<file path="src/rtl/regfile_seq_pkg.sv">
// Shared types and defaults for the register-file bulk load/dump sequencer.
package regfile_seq_pkg;

  localparam int NUM_REGS_DEF   = 32;
  localparam int ADDR_WIDTH_DEF = 5;
  localparam int DATA_WIDTH_DEF = 32;

  localparam logic MODE_DUMP = 1'b0;
  localparam logic MODE_LOAD = 1'b1;

  typedef enum logic [2:0] {
    ST_IDLE         = 3'd0,
    ST_DUMP_CAPTURE = 3'd1,
    ST_DUMP_SEND0   = 3'd2,
    ST_DUMP_SEND1   = 3'd3,
    ST_LOAD         = 3'd4,
    ST_DONE         = 3'd5
  } state_e;

endpackage

</file>
<file path="src/rtl/regfile_sequencer.sv">
// Bulk load/dump controller: fills every RegisterFile entry from an input stream,
// or reads every entry pairwise and emits it on an output stream.
module regfile_sequencer
  import regfile_seq_pkg::*;
#(
  parameter int NUM_REGS   = NUM_REGS_DEF,
  parameter int ADDR_WIDTH = ADDR_WIDTH_DEF,
  parameter int DATA_WIDTH = DATA_WIDTH_DEF
) (
  input  logic                  clk,
  input  logic                  reset,
  input  logic                  start,
  input  logic                  mode,
  output logic                  busy,
  output logic                  done,
  output logic [ADDR_WIDTH-1:0] readRegister1,
  output logic [ADDR_WIDTH-1:0] readRegister2,
  input  logic [DATA_WIDTH-1:0] readData1,
  input  logic [DATA_WIDTH-1:0] readData2,
  output logic [ADDR_WIDTH-1:0] writeRegister,
  output logic [DATA_WIDTH-1:0] writeData,
  output logic                  regWrite,
  input  logic [DATA_WIDTH-1:0] inData,
  input  logic                  inValid,
  output logic                  inReady,
  output logic [DATA_WIDTH-1:0] outData,
  output logic                  outValid,
  input  logic                  outReady,
  output logic [2:0]            dbg_state
);

  // Streams use valid/ready: a beat transfers on a rising edge where both are high;
  // the source holds data and valid stable until that edge.

  localparam logic [ADDR_WIDTH-1:0] LAST_IDX  = ADDR_WIDTH'(NUM_REGS - 1);
  localparam logic [ADDR_WIDTH-1:0] LAST_PAIR = ADDR_WIDTH'(NUM_REGS / 2 - 1);

  state_e                state_q, state_d;
  logic [ADDR_WIDTH-1:0] k_q, k_d;
  logic [DATA_WIDTH-1:0] b1_q, b1_d;
  logic [DATA_WIDTH-1:0] out_data_q, out_data_d;
  logic                  out_valid_q, out_valid_d;
  logic [ADDR_WIDTH-1:0] rd_addr1_q, rd_addr1_d;
  logic [ADDR_WIDTH-1:0] rd_addr2_q, rd_addr2_d;
  logic [ADDR_WIDTH-1:0] wr_addr_q, wr_addr_d;
  logic [DATA_WIDTH-1:0] wr_data_q, wr_data_d;
  logic                  reg_write_q, reg_write_d;
  logic                  in_ready_q, in_ready_d;
  logic                  busy_q, busy_d;
  logic                  done_q, done_d;

  always_comb begin
    state_d     = state_q;
    k_d         = k_q;
    b1_d        = b1_q;
    out_data_d  = out_data_q;
    out_valid_d = out_valid_q;
    rd_addr1_d  = rd_addr1_q;
    rd_addr2_d  = rd_addr2_q;
    wr_addr_d   = wr_addr_q;
    wr_data_d   = wr_data_q;
    reg_write_d = 1'b0;

    case (state_q)
      ST_IDLE: begin
        k_d = '0;
        if (start) state_d = (mode == MODE_LOAD) ? ST_LOAD : ST_DUMP_CAPTURE;
      end
      ST_DUMP_CAPTURE: begin
        // Word b0 goes straight into the output register; b1 waits in its buffer.
        out_data_d  = readData1;
        b1_d        = readData2;
        out_valid_d = 1'b1;
        state_d     = ST_DUMP_SEND0;
      end
      ST_DUMP_SEND0: begin
        if (outReady) begin
          out_data_d = b1_q;
          state_d    = ST_DUMP_SEND1;
        end
      end
      ST_DUMP_SEND1: begin
        if (outReady) begin
          out_valid_d = 1'b0;
          if (k_q == LAST_PAIR) begin
            state_d = ST_DONE;
          end else begin
            k_d     = k_q + 1'b1;
            state_d = ST_DUMP_CAPTURE;
          end
        end
      end
      ST_LOAD: begin
        if (inValid) begin
          wr_addr_d   = k_q;
          wr_data_d   = inData;
          reg_write_d = 1'b1;
          k_d         = k_q + 1'b1;
          if (k_q == LAST_IDX) state_d = ST_DONE;
        end
      end
      ST_DONE: state_d = ST_IDLE;
      default: state_d = ST_IDLE;
    endcase

    // Addresses are set on entry so they are stable for the whole capture cycle.
    if (state_d == ST_DUMP_CAPTURE) begin
      rd_addr1_d = {k_d[ADDR_WIDTH-2:0], 1'b0};
      rd_addr2_d = {k_d[ADDR_WIDTH-2:0], 1'b1};
    end

    in_ready_d = (state_d == ST_LOAD);
    busy_d     = (state_d != ST_IDLE);
    done_d     = (state_d == ST_DONE);
  end

  always_ff @(posedge clk or posedge reset) begin
    if (reset) begin
      state_q     <= ST_IDLE;
      k_q         <= '0;
      b1_q        <= '0;
      out_data_q  <= '0;
      out_valid_q <= 1'b0;
      rd_addr1_q  <= '0;
      rd_addr2_q  <= '0;
      wr_addr_q   <= '0;
      wr_data_q   <= '0;
      reg_write_q <= 1'b0;
      in_ready_q  <= 1'b0;
      busy_q      <= 1'b0;
      done_q      <= 1'b0;
    end else begin
      state_q     <= state_d;
      k_q         <= k_d;
      b1_q        <= b1_d;
      out_data_q  <= out_data_d;
      out_valid_q <= out_valid_d;
      rd_addr1_q  <= rd_addr1_d;
      rd_addr2_q  <= rd_addr2_d;
      wr_addr_q   <= wr_addr_d;
      wr_data_q   <= wr_data_d;
      reg_write_q <= reg_write_d;
      in_ready_q  <= in_ready_d;
      busy_q      <= busy_d;
      done_q      <= done_d;
    end
  end

  assign busy          = busy_q;
  assign done          = done_q;
  assign readRegister1 = rd_addr1_q;
  assign readRegister2 = rd_addr2_q;
  assign writeRegister = wr_addr_q;
  assign writeData     = wr_data_q;
  assign regWrite      = reg_write_q;
  assign inReady       = in_ready_q;
  assign outData       = out_data_q;
  assign outValid      = out_valid_q;
  assign dbg_state     = state_q;

endmodule

</file>
<file path="config.mk">
export PLATFORM = sky130hd
export DESIGN_NAME = regfile_sequencer
export DESIGN_NICKNAME = d
export VERILOG_FILES = /design/src/rtl/regfile_seq_pkg.sv /design/src/rtl/regfile_sequencer.sv
export SDC_FILE = /design/constraint.sdc
export NUM_CORES = 1
export LEC_CHECK = 0
export ABC_AREA = 1
export CAP_MARGIN = 20
export CORE_MARGIN = 2
export CORE_UTILIZATION = 31
export DETAILED_ROUTE_END_ITERATION = 7
export GPL_ROUTABILITY_DRIVEN = 0
export PLACE_DENSITY = 0.63
export SLEW_MARGIN = 10
export SYNTH_ARGS = -nofsm -noshare
export SYNTH_HDL_FRONTEND = slang
export SYNTH_SLANG_ARGS = --single-unit
</file>
<file path="constraint.sdc">
create_clock -name clk -period 4.7 [get_ports clk]
set_clock_uncertainty 0.1 [all_clocks]
set_input_delay 0.94 -clock clk [delete_from_list [all_inputs] [get_ports clk]]
set_output_delay 0.94 -clock clk [all_outputs]
set_load 0.1 [all_outputs]
</file>
; Yosys cells after proc, flatten, opt, wreduce, memory -nomap -nowiden
; Cells that the tools add are included.
[classes]
n_addsub = 1
eq_ne = 13
n_mux = 18
n_reduce_logical = 9
[ops]
columns = op, n
row1 = one-hot mux 32 bit (2 select lines), 1
row2 = 2-to-1 mux 32 bit, 1
row3 = 2-to-1 mux 3 bit, 7
row4 = 2-to-1 mux 5 bit, 3
row5 = one-hot mux 3 bit (5 select lines), 1
row6 = one-hot mux 5 bit (3 select lines), 1
row7 = == test 3 bit (second input constant), 3
row8 = != test 2 bit (second input constant), 4
row9 = == test 3 x 1 -> 1 bit (second input constant), 2
row10 = == test 3 x 2 -> 1 bit (second input constant), 2
row11 = AND reduction 2 bit, 3
row12 = nonzero test 3 bit, 2
row13 = adder 5 x 1 -> 5 bit (second input constant), 1
row14 = == test 5 x 4 -> 1 bit (second input constant), 1
row15 = == test 5 bit (second input constant), 1
row16 = AND reduction 4 bit, 1
row17 = nonzero test 2 bit, 2
row18 = zero test 3 bit, 1
row19 = 2-to-1 mux 1 bit, 3
row20 = one-hot mux 1 bit (2 select lines), 1
[word_totals]
ff_bits = 123
inputBits = 102
out_inout_bits = 87

; Logic depth before layout (Yosys ltp)
[logic_depth]
word_depth = 5
mapped_depth = 13
mapped_depth_nobuf = 13

; Worst setup path before layout
; No wires, ideal clock.
[synth_timing]
kind = register to output
start = register rd_addr2_q[1] (netlist: readRegister2[1])
end = output readRegister2[1]
arrival_ns = 1.340
path_slack_ns = 2.320
stages_incl_launch_ff = 2
path_buffers = 1
path_cell_list = dfrtp_1 -> buf_4
[synth_lines]
columns = element, line
row1 = start: declaration, regfile_sequencer.sv:44  ; logic [ADDR_WIDTH-1:0] rd_addr2_q, rd_addr2_d;
row2 = start signal: assignment, regfile_sequencer.sv:139  ; rd_addr2_q <= rd_addr2_d;
row3 = end: declaration, regfile_sequencer.sv:17  ; output logic [ADDR_WIDTH-1:0] readRegister2,
; No word-level cell between the ends.

; Worst setup path in the final report
[layout_timing]
start = register state_q[2] (netlist: dbg_state[2])
end = output dbg_state[2]
[layout_lines]
columns = element, line
row1 = start: declaration, regfile_sequencer.sv:38  ; state_e state_q, state_d;
row2 = start signal: assignment, regfile_sequencer.sv:133  ; state_q <= state_d;
row3 = end: declaration, regfile_sequencer.sv:29  ; output logic [2:0] dbg_state
; No word-level cell between the ends.

==> impl_results.md <==
- Worst path arrival time: 2.13 ns
- DRC marker count from the first detailed-route iteration: 264
- Critical path capture point type: output port
- Post-cts resize count: 0
- Layout cell share with drive strength beyond 1: 5.829%
- Number of slew-limit violations in the final report: 0
- Crit path buf inv count: 1
- Distinct cell type count of the synthesized netlist: 21
- Top delay family on crit path: buffers and inverters
- Total of max-cap violations: 0
- Layout area overhead: 55.50%
- Half-perimeter wire length of the detailed placement result: 8.559 mm
- Setup repair after global routing missed its margin: false
- Flip-flop and latch count after synthesis: 119
- Kind of start point of the critical path: flop
- Antenna violations before repair: 0
- Largest fanout of any net on the critical path: 7
- Final-layout setup total negative slack: 0 ns
- Primary flip-flop cell chosen by synthesis mapping: sky130_fd_sc_hd__dfrtp_1
- Total of buffers placed on input and output ports: 187
- Achievable Freq: 0.3154 GHz
- Required @ worst endpoint: 3.66 ns
- Number of synthesis warnings: 0
- Final min period: 3.171 ns
- Post-CTS setup repair buffer count: 0
- Final setup violating endpoints: 0
- Via count of the first global-routing pass: 4,200
- Crit-path slowest cell: sky130_fd_sc_hd__clkdlybuf4s50_1
- Post-Syn Nets: 685
- Slew of the pin with the lowest slew margin: 1.046 ns
- Final clock period utilization by the worst path: 67.47%
- Top-count cell post-synth: sky130_fd_sc_hd__nand2_1
- Post-synthesis sequential area ratio: 60.65%
- Post-synthesis cell type with the largest combined area: sky130_fd_sc_hd__dfrtp_1
- ANT nets after route: 0
- Clock Tree Root: sky130_fd_sc_hd__clkbuf_16
- WL final: 12.81 mm
- Fraction of synthesis flops using an asynchronous set or reset pin: 100.0%
- Type of the worst setup path: reg -> out
- IO Pins: 189
- Die outline width: 129.9 µm
- Critical path, cell by cell: clkdlybuf4s50_1
- Total gr overflow: 0
- Wire length of the first global-routing pass: 20.74 mm
- Total via count after detailed routing: 4,304
- Biggest area contributors in the synthesized netlist: sky130_fd_sc_hd__dfrtp_1, sky130_fd_sc_hd__nand2_1, sky130_fd_sc_hd__a31oi_1
- Netlist area before placement: 4910 µm²
- Vertical extent of the die: 129.9 µm
- Drt pass-1 iters: 5
- DRC Markers: 0
- Initial Utilization: 31.36%
- Worst-Skew Late Latency: 0.41 ns
- Cts hold-fix bufs: 0
- Antenna diode count: 0
- Area of the die: 16,860 µm²
- TritonCTS clock tree: yes
- Cell types with the highest counts after synthesis: sky130_fd_sc_hd__nand2_1, sky130_fd_sc_hd__dfrtp_1, sky130_fd_sc_hd__nor2_1, sky130_fd_sc_hd__a31oi_1
- Pin count of the biggest net entering global routing: 70
- Slack of the worst reg-to-reg path: 1.76 ns
- Final-stage net count: 865
- Avg Synthesized Cell Area: 8.480 µm²
- Clk sinks: 119
- Maximum buffer depth of the clock tree: 2
- H-Tree Depth: 4
- Top-area cell type share of the netlist area: 60.65%
- Biggest cell delay along the critical path: 1.20 ns
- Run status: finished, final reports clean
- Hold crit path type: reg -> reg
- Area inside the core boundary: 15,660 µm²
- Total routing resource utilization after global routing: 15.88%
- Number of buffers created by CTS: 17
- Endpoints failing hold: 0
- Worst-path clk slew: 0.05 ns
- Vias per cell: 4.356
- Relative slew slack: 30.05%
- Post-synth EDFFs: 0
- Cell count after synthesis: 579
- Routed wirelength normalized by instance count: 12.97 µm
- Cell Rows: 46
-- logic make-up (layout without fill, tap and decap cells) --
kind of cell    Yosys count  count (layout)  synth area share [%]
compound gates           46              46                 5.734
simple gates            357             357                 27.91
other cells               1               1               0.07638
flops                   119             119                 60.65
fa+ha+maj                 4               4                 1.019
buf+inv                  52             245                 4.613
-- stage by stage --
stage | worst slack, ns | utilization, % | hold slack, ns | cells | cell area (µm²)
2_1_floorplan | 0.5025 | - | 0.3422 | 579 | 4910
4_1_cts | 1.483 | 48.77 | 0.3719 | 988 | 7635
6_report | 1.529 | 48.77 | 0.3654 | 988 | 7635
3_3_place_gp | 1.353 | 44.51 | 0.3515 | 956 | 6968
3_5_place_dp | 1.306 | 44.51 | 0.3585 | 956 | 6968
5_1_grt | 1.396 | 48.77 | 0.3840 | 988 | 7635
-- layer usage --
metal | GRT usage [%] | wire (µm)
met1 | 19.45 | 5747
met3 | 7.626 | 1240
met2 | 24.21 | 5674
met5 | 0 | 0
met4 | 6.325 | 150
-- sequential cells by signal, indices dropped and copies added (netlist names) --
signal,count
inReady,1
done,1
readRegister2,5
writeData,32
b1_q,32
busy,1
dbg_state,3
k_q,5
writeRegister,5
regWrite,1
outValid,1
outData,32
-- worst paths after layout --
check                                 start                to  cells after the start
max reg2reg                    dbg_state[2]       outData[13]                      9
max in group asynchronous             reset            k_q[1]                      3
max                            dbg_state[2]      dbg_state[2]                      1
min in group asynchronous             reset           b1_q[2]                      2
min                        readRegister2[0]  readRegister2[0]                      1
min reg2reg                readRegister2[0]  readRegister2[0]                      1
-- cell usage in the layout (no fill, tap or decap), types with 4 or more instances in the layout --
cell / count
sky130_fd_sc_hd__nor2_1: 42
sky130_fd_sc_hd__a31oi_1: 32
sky130_fd_sc_hd__dfrtp_1: 119
sky130_fd_sc_hd__buf_4: 4
sky130_fd_sc_hd__nand3_1: 6
sky130_fd_sc_hd__ha_1: 4
sky130_fd_sc_hd__clkbuf_16: 17
sky130_fd_sc_hd__inv_1: 15
sky130_fd_sc_hd__nand2_1: 301
sky130_fd_sc_hd__inv_2: 4
sky130_fd_sc_hd__clkbuf_8: 5
sky130_fd_sc_hd__o21ai_0: 12
sky130_fd_sc_hd__bufinv_16: 5
sky130_fd_sc_hd__clkdlybuf4s50_1: 187
-- cell type report --
type / count / area, µm²
flip-flops and latches: 119 / 2978
well taps: 216 / 270.3
multi-input cells: 408 / 1717
repair buffers: 192 / 1922
fillers: 1507 / 8020
clock buffers: 24 / 501.7
clock inverters: 8 / 165.2
inverters: 21 / 81.33
Power is left out: the tool's default activity adds up to more than one toggle a clock period on the data nets, which glitch-free logic cannot reach.
